### src/rtl/rv_pipe_pkg.sv
// Types and constants shared by the RV32 fetch and decode stages.
package rv_pipe_pkg;

   localparam int unsigned RV_ADDR_W = 9;
   localparam int unsigned RV_XLEN   = 32;

   localparam logic [31:0] RV_NOP_INSTR    = 32'h0000_0013;
   localparam logic [31:0] RV_EBREAK_INSTR = 32'h0010_0073;

   typedef enum logic [1:0] {
      FETCH_IDLE = 2'b00,
      FETCH_RUN  = 2'b01,
      FETCH_HALT = 2'b10
   } fetch_state_e;

   typedef struct packed {
      logic                 valid;
      logic [RV_ADDR_W-1:0] pc;
      logic [RV_ADDR_W-1:0] pc4;
      logic [RV_XLEN-1:0]   instr;
   } ifid_t;

endpackage

### src/rtl/ifid_reg.sv
// IF/ID pipeline register: bubble beats hold, hold beats load, otherwise contents stay.
module ifid_reg
   import rv_pipe_pkg::*;
#(
   parameter int unsigned      ADDR_W    = RV_ADDR_W,
   parameter int unsigned      XLEN      = RV_XLEN,
   parameter logic [XLEN-1:0]  NOP_INSTR = RV_NOP_INSTR
) (
   input  logic              clk,
   input  logic              reset,
   input  logic              bubble_i,
   input  logic              hold_i,
   input  logic              load_i,
   input  logic [ADDR_W-1:0] pc_i,
   input  logic [XLEN-1:0]   instr_i,
   output logic              valid_o,
   output logic [ADDR_W-1:0] pc_o,
   output logic [ADDR_W-1:0] pc4_o,
   output logic [XLEN-1:0]   instr_o
);

   localparam logic [ADDR_W-1:0] PC_STEP = ADDR_W'(4);

   logic              valid_q, valid_d;
   logic [ADDR_W-1:0] pc_q, pc_d;
   logic [ADDR_W-1:0] pc4_q, pc4_d;
   logic [XLEN-1:0]   instr_q, instr_d;

   // A bubble keeps the pc fields so the squashed slot still carries a sane address.
   always_comb begin
      valid_d = valid_q;
      pc_d    = pc_q;
      pc4_d   = pc4_q;
      instr_d = instr_q;
      if (bubble_i) begin
         valid_d = 1'b0;
         instr_d = NOP_INSTR;
      end else if (load_i && !hold_i) begin
         valid_d = 1'b1;
         pc_d    = pc_i;
         pc4_d   = pc_i + PC_STEP;
         instr_d = instr_i;
      end else begin
         valid_d = valid_q;
      end
   end

   always_ff @(posedge clk) begin
      if (!reset) begin
         valid_q <= 1'b0;
         pc_q    <= {ADDR_W{1'b0}};
         pc4_q   <= {ADDR_W{1'b0}};
         instr_q <= NOP_INSTR;
      end else begin
         valid_q <= valid_d;
         pc_q    <= pc_d;
         pc4_q   <= pc4_d;
         instr_q <= instr_d;
      end
   end

   assign valid_o = valid_q;
   assign pc_o    = pc_q;
   assign pc4_o   = pc4_q;
   assign instr_o = instr_q;

endmodule

### src/rtl/if_fetch_stage.sv
// Instruction-fetch stage: PC, IDLE/RUN/HALT run control and the IF/ID register.
// Build option IF_MISALIGN_TRAP_EN adds misalign_o and halts on a misaligned redirect.
module if_fetch_stage
   import rv_pipe_pkg::*;
#(
   parameter int unsigned       ADDR_W       = RV_ADDR_W,
   parameter int unsigned       XLEN         = RV_XLEN,
   parameter logic [ADDR_W-1:0] RESET_PC     = {ADDR_W{1'b0}},
   parameter logic [XLEN-1:0]   NOP_INSTR    = RV_NOP_INSTR,
   parameter logic [XLEN-1:0]   EBREAK_INSTR = RV_EBREAK_INSTR
) (
   input  logic              clk,
   input  logic              reset,
   input  logic              run_i,
   input  logic              stall_i,
   input  logic              flush_i,
   input  logic              redirect_i,
   input  logic [ADDR_W-1:0] redirect_pc_i,
   output logic [ADDR_W-1:0] imem_addr_o,
   input  logic [XLEN-1:0]   imem_data_i,
   output logic              ifid_valid_o,
   output logic [ADDR_W-1:0] ifid_pc_o,
   output logic [ADDR_W-1:0] ifid_pc4_o,
   output logic [XLEN-1:0]   ifid_instr_o,
   output logic              halted_o
`ifdef IF_MISALIGN_TRAP_EN
   ,
   output logic              misalign_o
`endif
);

   localparam logic [ADDR_W-1:0] PC_STEP    = ADDR_W'(4);
   localparam logic [ADDR_W-1:0] ALIGN_MASK = ~ADDR_W'(3);

   fetch_state_e      state_q, state_d;
   logic [ADDR_W-1:0] pc_q, pc_d;
   logic              halted_q, halted_d;
   logic              in_run_s, trap_s, bubble_s, hold_s, load_s;

   assign in_run_s = (state_q == FETCH_RUN);

`ifdef IF_MISALIGN_TRAP_EN
   logic misalign_q, misalign_d;
   assign trap_s = in_run_s & redirect_i & (redirect_pc_i[1:0] != 2'b00);
`else
   assign trap_s = 1'b0;
`endif

   assign bubble_s = (state_q == FETCH_IDLE) | (in_run_s & (flush_i | redirect_i));
   assign hold_s   = (state_q == FETCH_HALT) | (in_run_s & stall_i);
   assign load_s   = in_run_s & ~flush_i & ~redirect_i & ~stall_i;

   // Only a word actually captured into IF/ID can halt fetch.
   always_comb begin
      state_d = state_q;
      case (state_q)
         FETCH_IDLE: begin
            if (run_i) state_d = FETCH_RUN;
            else       state_d = FETCH_IDLE;
         end
         FETCH_RUN: begin
            if (trap_s || (load_s && (imem_data_i == EBREAK_INSTR))) state_d = FETCH_HALT;
            else                                                      state_d = FETCH_RUN;
         end
         FETCH_HALT: state_d = FETCH_HALT;
         default:    state_d = FETCH_IDLE;
      endcase
      halted_d = (state_d == FETCH_HALT);
   end

   always_comb begin
      pc_d = pc_q;
      if (!in_run_s) begin
         pc_d = pc_q;
      end else if (redirect_i) begin
         if (trap_s) pc_d = pc_q;
         else        pc_d = redirect_pc_i & ALIGN_MASK;
      end else if (stall_i) begin
         pc_d = pc_q;
      end else begin
         pc_d = pc_q + PC_STEP;
      end
   end

   always_ff @(posedge clk) begin
      if (!reset) begin
         state_q  <= FETCH_IDLE;
         pc_q     <= RESET_PC;
         halted_q <= 1'b0;
      end else begin
         state_q  <= state_d;
         pc_q     <= pc_d;
         halted_q <= halted_d;
      end
   end

`ifdef IF_MISALIGN_TRAP_EN
   assign misalign_d = misalign_q | trap_s;

   always_ff @(posedge clk) begin
      if (!reset) misalign_q <= 1'b0;
      else        misalign_q <= misalign_d;
   end

   assign misalign_o = misalign_q;
`endif

   ifid_reg #(
      .ADDR_W    (ADDR_W),
      .XLEN      (XLEN),
      .NOP_INSTR (NOP_INSTR)
   ) u_ifid_reg (
      .clk      (clk),
      .reset    (reset),
      .bubble_i (bubble_s),
      .hold_i   (hold_s),
      .load_i   (load_s),
      .pc_i     (pc_q),
      .instr_i  (imem_data_i),
      .valid_o  (ifid_valid_o),
      .pc_o     (ifid_pc_o),
      .pc4_o    (ifid_pc4_o),
      .instr_o  (ifid_instr_o)
   );

   assign imem_addr_o = pc_q;
   assign halted_o    = halted_q;

endmodule

### config.mk
export PLATFORM = sky130hd
export DESIGN_NAME = if_fetch_stage
export DESIGN_NICKNAME = d
export VERILOG_FILES = /design/src/rtl/rv_pipe_pkg.sv /design/src/rtl/ifid_reg.sv /design/src/rtl/if_fetch_stage.sv
export SDC_FILE = /design/constraint.sdc
export NUM_CORES = 1
export LEC_CHECK = 0
export ABC_AREA = 1
export CAP_MARGIN = 5
export CELL_PAD_IN_SITES_DETAIL_PLACEMENT = 0
export CELL_PAD_IN_SITES_GLOBAL_PLACEMENT = 1
export CORE_ASPECT_RATIO = 1.2
export CORE_UTILIZATION = 31
export DETAILED_ROUTE_END_ITERATION = 8
export PLACE_DENSITY_LB_ADDON = 0.05
export RECOVER_POWER = 50
export SYNTH_ARGS = -nofsm -noshare
export SYNTH_HDL_FRONTEND = slang
export SYNTH_SLANG_ARGS = --single-unit
### constraint.sdc
create_clock -name clk -period 2.3 [get_ports clk]
set_clock_uncertainty 0.2 [all_clocks]
set_input_delay 0.46 -clock clk [delete_from_list [all_inputs] [get_ports clk]]
set_output_delay 0.46 -clock clk [all_outputs]
set_load 0.005 [all_outputs]
# Word level (Yosys, flattened, before mapping)

Index checks and enable logic that the tools add are counted.

Bitwise gates (word level): 13
Mux-type cells: 5
$add $sub $neg: 1
Reduce and logical (&&, ||, !) cells: 7
Equal/unequal tests: 5

Operator list:

| operator             | number |
|---|---|
| $eq 32x21->1 const B | 1 |
| $mux 9               | 2 |
| $add 9x3->9 const B  | 1 |
| $pmux 2 s3           | 1 |
| $and 1x1->1          | 5 |
| $not 1->1            | 5 |
| $eq 2x2->1 const B   | 2 |
| $reduce_and 2->1     | 2 |
| $or 1x1->1           | 3 |
| $eq 2x1->1 const B   | 1 |
| $logic_and 1x1->1    | 2 |
| $logic_not 2->1      | 1 |
| $mux 2               | 1 |
| $ne 2x1->1 const B   | 1 |
| $reduce_or 2->1      | 1 |
| $logic_not 1->1      | 1 |
| $mux 1               | 1 |

Register bits after elaboration: 63
Word-level logic and storage cells: 38
Output and inout bits: 61
Bits of input ports: 47

# Depth between registers and ports, before layout

Word-level depth: 8
Depth in mapped cells: 8
Gate-level depth less buffers: 7

# Modules after synthesis

From an unflattened synthesis, not the netlist that was laid out.

Cell total of the unflattened synthesis: 363
Area total of the unflattened synthesis: 2637.5 sq um

Modules (own cells, without submodules):

| module         | cells an instance | instances | seq. area each (sq um) | area an instance (sq um) |
|---|---|---|---|---|
| ifid_reg       | 242               | 1         | 980.9                  | 1895.6 |
| if_fetch_stage | 121               | 1         | 200.2                  | 742.0 |

# Least setup slack after synthesis

Ideal clock, no wire load.

Path type: input-to-reg
From: in redirect_i
To: reg u_ifid_reg.pc4_q[8] (netlist: u_ifid_reg.pc4_o[8])
Arrival time: 1.272 ns
Stages: 8
Data required time: 1.987 ns
Path slack: 0.715 ns
Path buffers: 2
Cells stage by stage: buf_6 nor2_4 inv_2 nor2_8 inv_2 buf_2 o21ai_1 inv_1

Longest elaborated chain between the ends: 5
Elaborated cells between the ends (all ways): 9

RTL lines:

| element                                                         | RTL line                                   | RTL |
|---|---|---|
| start: declaration                                              | if_fetch_stage.sv:17                       | `input logic redirect_i,` |
| $or 1x1->1 or $not 1->1 (tied branches)                         | if_fetch_stage.sv:49, if_fetch_stage.sv:51 |  |
| $and 1x1->1, on equally long branches                           | if_fetch_stage.sv:49, if_fetch_stage.sv:51 |  |
| $or 1x1->1 or $and 1x1->1 (tied branches)                       | if_fetch_stage.sv:49, if_fetch_stage.sv:51 |  |
| $not 1->1 (no source line) or $logic_and 1x1->1 (tied branches) | n/a                                        |  |
| $reduce_and 2->1 (no source line) *                             | n/a                                        |  |
| end signal: assignment                                          | ifid_reg.sv:52                             | `pc4_q <= {ADDR_W{1'b0}};` |
| end signal: assignment                                          | ifid_reg.sv:57                             | `pc4_q <= pc4_d;` |
| end: declaration                                                | ifid_reg.sv:26                             | `logic [ADDR_W-1:0] pc4_q, pc4_d;` |

Every way passes the cells marked *; elsewhere a longest branch is shown, timed or not.
A chain may end at the register's enable or synchronous reset.

# Final worst setup path

From: in redirect_i
To: reg u_ifid_reg.pc4_q[5] (netlist: u_ifid_reg.pc4_o[5])

The elaborated chain is that of the path after synthesis.

==> run metrics <==
vias in the first global route about 2300; RSZ-0062 raised after global routing no; Starting Density between 30% and 40%; Core ar. 7660 um2; Total Routing Usage GR between 15 and 20%; Die ar. 8220 um2; Max Root-Sink Buffers 2; worst slack at placement slightly above 80 ps; fin worst setup slack roughly 260 ps; Power Total between 2 and 2.5 mW; Post-Syn Area roughly 2400 um2; 1st-iter DRT viols 74; fin util roughly 48%; Synth Instances 313; final wirelength approximately 6700 um; CTS root buf clkbuf_8; Max VDD drop between 0.0003 and 0.0004 V; CP arrival approximately 2100 ps; Critical Path RT 2320 ps; Final ANT Viol Nets 0; Avg Cell Area, Syn just under 8 um2; DRC 0; register area share after synthesis a little under half; Placement Rows 35; # H-tree levels 3; Routed wire per std cell 12.9 um; final setup vio count 0; post-synthesis register bit count 57; Fmax ~490 MHz; grt ovf 0; M1 wire length approximately 3000 um; worst min path class reg -> reg; Final Cycle Share about nine tenths; via count ~2300; endpoints failing hold 0; minimum clock period about 2000 ps; area grow syn2layout 50.8%; fraction of layout cells with a size suffix above 1 approximately 11%; MaxCap Viol Count 0; Port Buf Inserts between 90 and 100; Met2 Wirelength about 3100 um; post-cts resize count 0; fill cell count 793; Setup Crit Path Kind in -> reg; Syn. warnings 0; initial antenna violation count 0; Pwr Density approximately 600 nW/um2; vias per cell 4.51; CTS clk-pin slew, worst paths roughly 60 ps; Num CTS Buffers 9; final-report max-slew violation count 0; Setup TNS 0 ps; CTS Hold Bufs 0; Die W just over 80 um; Post-CTS Setup Bufs 0; first-pass GRT wire length around 11000 um; layout net count ~470; largest net degree at the start of global routing 27; Cell variety after synth 26; Max FO, Critical Path 26; CP endpoint kind flip-flop; TritonCTS clock tree yes; Max Used Layer met4; # diodes 0; leakage dissipation approximately 1.5 nW; hpwl dp 4870 um; CTS Sinks 57; drt pass-1 iters 6; die height 99.1 um; crit start category primary input; GPL Wtd Cong ~0.76; outcome completed; I/O pin count approximately 110; worst skew pair latency 330 ps; DR WL met3 about 460 um
[report_power, final]
| part | switching (mW) | internal (mW) | leakage (nW) |
|---|---|---|---|
| combinational | 0.113 | 0.137 | 0.887 |
| sequential | 0.0194 | 1.01 | 0.461 |
| clock | 0.388 | 0.550 | 0.102 |
| total | 0.520 | 1.69 | 1.45 |
[cell usage after synthesis, drive strengths merged]
cell type   n  area (um2)
a21oi      48         323
a31oi       1        6.26
buf        19         136
clkbuf      1        3.75
conb        1        3.75
dfxtp      57        1140
ha          1        12.5
inv        16        60.1
nand2      82         310
nand3       9        45.0
nor2       47         203
nor3        1        16.3
o21a        2        15.0
o21ai      22         110
o21bai      1        7.51
xor2        5        43.8
[path summary, 6_finish.rpt]
path                                                          from                            endpoint  slack (ps)  cells past startpoint
worst min register to register  u_ifid_reg.instr_o[7]$_SDFFE_PP0P_  u_ifid_reg.instr_o[7]$_SDFFE_PP0P_         260                      2
worst min-delay path            u_ifid_reg.instr_o[7]$_SDFFE_PP0P_  u_ifid_reg.instr_o[7]$_SDFFE_PP0P_         260                      2
worst max register to register               state_q[0]$_SDFF_PN0_    u_ifid_reg.pc4_o[5]$_SDFFE_PN0P_         620                      6
worst max-delay path                                    redirect_i    u_ifid_reg.pc4_o[5]$_SDFFE_PN0P_         260                      8
[critical path, stage by stage]
cell	delay [ps]
clkdlybuf4s50_1	430
nor2_1	230
inv_2	40
nor2_1	330
inv_2	200
buf_12	210
nor2_1	100
nor2_1	40
[cells in the final DEF (no fill, tap or decap), drive strengths merged]
cell type / instances
nand2: 82
nor3: 1
nand3: 9
inv: 16
o21ai: 22
xor2: 5
ha: 1
dfxtp: 57
a21oi: 48
a31oi: 1
clkbuf: 13
bufinv: 1
buf: 11
clkdlybuf4s50: 76
conb: 6
clkinv: 2
dlygate4sd3: 23
o21bai: 1
o21a: 2
nor2: 47
[cell families (layout without fill, tap and decap cells)]
logic type | Yosys count | after routing | synth area share [%]
AO/OA/AOI/OAI | 74 | 74 | 18.9
XOR/XNOR | 5 | 5 | 1.80
adder cells (fa/ha/maj) | 1 | 1 | 0.513
buffers and inverters | 36 | 142 | 8.21
flip-flops | 57 | 57 | 46.8
other | 1 | 6 | 0.154
AND/OR/NAND/NOR | 139 | 139 | 23.6
[cell type report]
class	count	area, um2	share of cell area [%]
Multi-Input combinational cell	225	1060	28.9
Clock buffer	12	155	4.22
Tap cell	92	115	3.13
Timing Repair Buffer	111	1100	30.0
Clock inverter	3	40.0	1.09
Inverter	16	60.1	1.63
Sequential cell	57	1140	31.0
[flip-flops by register name (all words and copies together) (netlist names)]
| name | cells |
|---|---|
| imem_addr_o | 7 |
| u_ifid_reg.pc4_o | 7 |
| u_ifid_reg.valid_o | 1 |
| u_ifid_reg.pc_o | 7 |
| halted_o | 1 |
| state_q | 2 |
| u_ifid_reg.instr_o | 32 |
[layer usage]
| metal | vias to the layer above | global-route usage [%] |
|---|---|---|
| met1 | 1048 | 20.5 |
| met5 | - | 0 |
| met2 | 64 | 27.2 |
| met3 | 6 | 6.14 |
| met4 | 0 | 6.37 |
| li1 | 1210 | - |
[metrics by stage]
step / hold WS (ps) / cells / area [um2]
after detailed placement: 247 / 501 / 3540
after CTS: 260 / 516 / 3730
after global routing: 287 / 516 / 3680
after global placement: 239 / 501 / 3540
after floorplan: 253 / 318 / 2460
final: 258 / 516 / 3680
Power figures use the tool's default switching activity.
==> edit: new RTL, config.mk and constraints unchanged <==
The option `IF_MISALIGN_TRAP_EN` is turned on by a define.
--- a/src/rtl/if_fetch_stage.sv
+++ b/src/rtl/if_fetch_stage.sv
@@ -1,5 +1,7 @@
 // Instruction-fetch stage: PC, IDLE/RUN/HALT run control and the IF/ID register.
 // Build option IF_MISALIGN_TRAP_EN adds misalign_o and halts on a misaligned redirect.
+`define IF_MISALIGN_TRAP_EN
+
 module if_fetch_stage
    import rv_pipe_pkg::*;
 #(
Formal check against the unedited RTL (old outputs only; new: misalign_o): not equivalent (a bounded check fails within 4 cycles, from zero or initial values and one cycle with reset low).
==> edit against the original RTL <==
Cell area rose by 1.8%. Setup slack better by 0.016 ns. Combinational power is 2% lower. Fmax up 0.81%. Die area about the same. Power shrank 1.2%. Worst hold slack worse by 0.014 ns. Non-clock buffer count shrank 2. Wire length down 3.0%. Synthesized cell count increased by 3.2%. Sequential cell count up 1. Synthesized area about the same.
==> edit: results (changes against the original RTL) <==
Route:
- The number of search-and-repair iterations in the first detailed-routing pass is 4 (was 6).
- The total length of routed met3 wires is 410 µm (was 463 µm).
- The post-detailed-route via-to-cell ratio was 4.480 (was 4.512).
- The wire length on met1 is 2.931 mm (was 3.031 mm).
- The wire length per cell after detailed routing came to 12.33 µm (was 12.94 µm).

Pwr:
- The largest vdd supply drop is 0.0002772 V (was 0.0003585 V).
- The switching part of the total was 0.2334 (was 0.2347).
- The static power due to leakage came to 1.527 nW (was 1.451 nW).

Logic synthesis:
- The sequential area share after synthesis came to 0.4761 (was 0.4682).
- Top cell types by occurrence after synthesis: 85 x sky130_fd_sc_hd__nand2_1, 58 x sky130_fd_sc_hd__dfxtp_1, 55 x sky130_fd_sc_hd__nor2_1 (was 81 x sky130_fd_sc_hd__nand2_1, 57 x sky130_fd_sc_hd__dfxtp_1, 44 x sky130_fd_sc_hd__nor2_1).
- The number of unique standard cell types used by synthesis is 23 (was 26).

Place:
- The total of buffers placed on input and output ports was 102 (was 99).
- The worst setup slack after placement is 0.08431 ns (was 0.08284 ns).
- The placed instance area is 3558 µm² (was 3537 µm²).
- The global placer's final weighted congestion was 0.7639 (was 0.7609).
- The final HPWL from detailed placement is 4.644 mm (was 4.871 mm).

Setup path:
- The slowest stage cell on the critical path is sky130_fd_sc_hd__dlygate4sd3_1 (was sky130_fd_sc_hd__clkdlybuf4s50_1).
- The arrival time at the worst endpoint was 2.01 ns (was 2.06 ns).
- The biggest cell delay along the critical path is 0.61 ns (was 0.43 ns).
- The maximum fanout encountered on the critical timing path was 28 (was 26).
- The flop-to-flop setup slack was 0.59 ns (was 0.62 ns).

GRT:
- The met3 demand-to-capacity share in global routing is 0.05228 (was 0.06141).
- The global routing usage on met2 is 0.2705 (was 0.2724).
- The largest net degree at the start of global routing is 34 (was 27).
- The total routing usage reported by global routing is 0.1638 (was 0.1682).

Min path:
- The origin of the worst min-delay path is misalign_o$_SDFF_PN0_ (was u_ifid_reg.instr_o[7]$_SDFFE_PP0P_).

Run status:
- Result of the run: completed (unchanged).

Layout:
- The fraction of final layout cells with drive strength greater than 1 is 0.1109 (was 0.1132).
- The fill cell instance count of the final layout is 806 (was 793).
## edit: power groups by stage
| stage | clock, mW | sequential, mW | combinational (mW) |
|---|---|---|---|
| final | 0.901 | 1.04 | 0.244 |
| after global placement | 0 | 1.07 | 0.251 |
| after CTS | 0.931 | 1.04 | 0.253 |
| after global routing | 0.976 | 1.04 | 0.272 |
| after floorplan | 0 | 1.06 | 0.108 |
| after detailed placement | 0 | 1.07 | 0.251 |
## edit: through the flow
step	hold WS (ns)	cells	util
6_report	0.2448	525	0.4882
3_3_place_gp	0.2371	510	0.4643
5_1_grt	0.2818	525	0.4882
2_1_floorplan	0.2466	328	-
3_5_place_dp	0.2389	510	0.4643
4_1_cts	0.2490	525	0.4885
## edit: cell type report
type                       count  share of cell area
clock buffer                  12             0.03880
clock inverter                 3             0.01070
inverter                      17             0.01706
multi-input combinational    234              0.2987
sequential                    58              0.3104
tap                           92             0.03077
timing repair buffer         109              0.2936
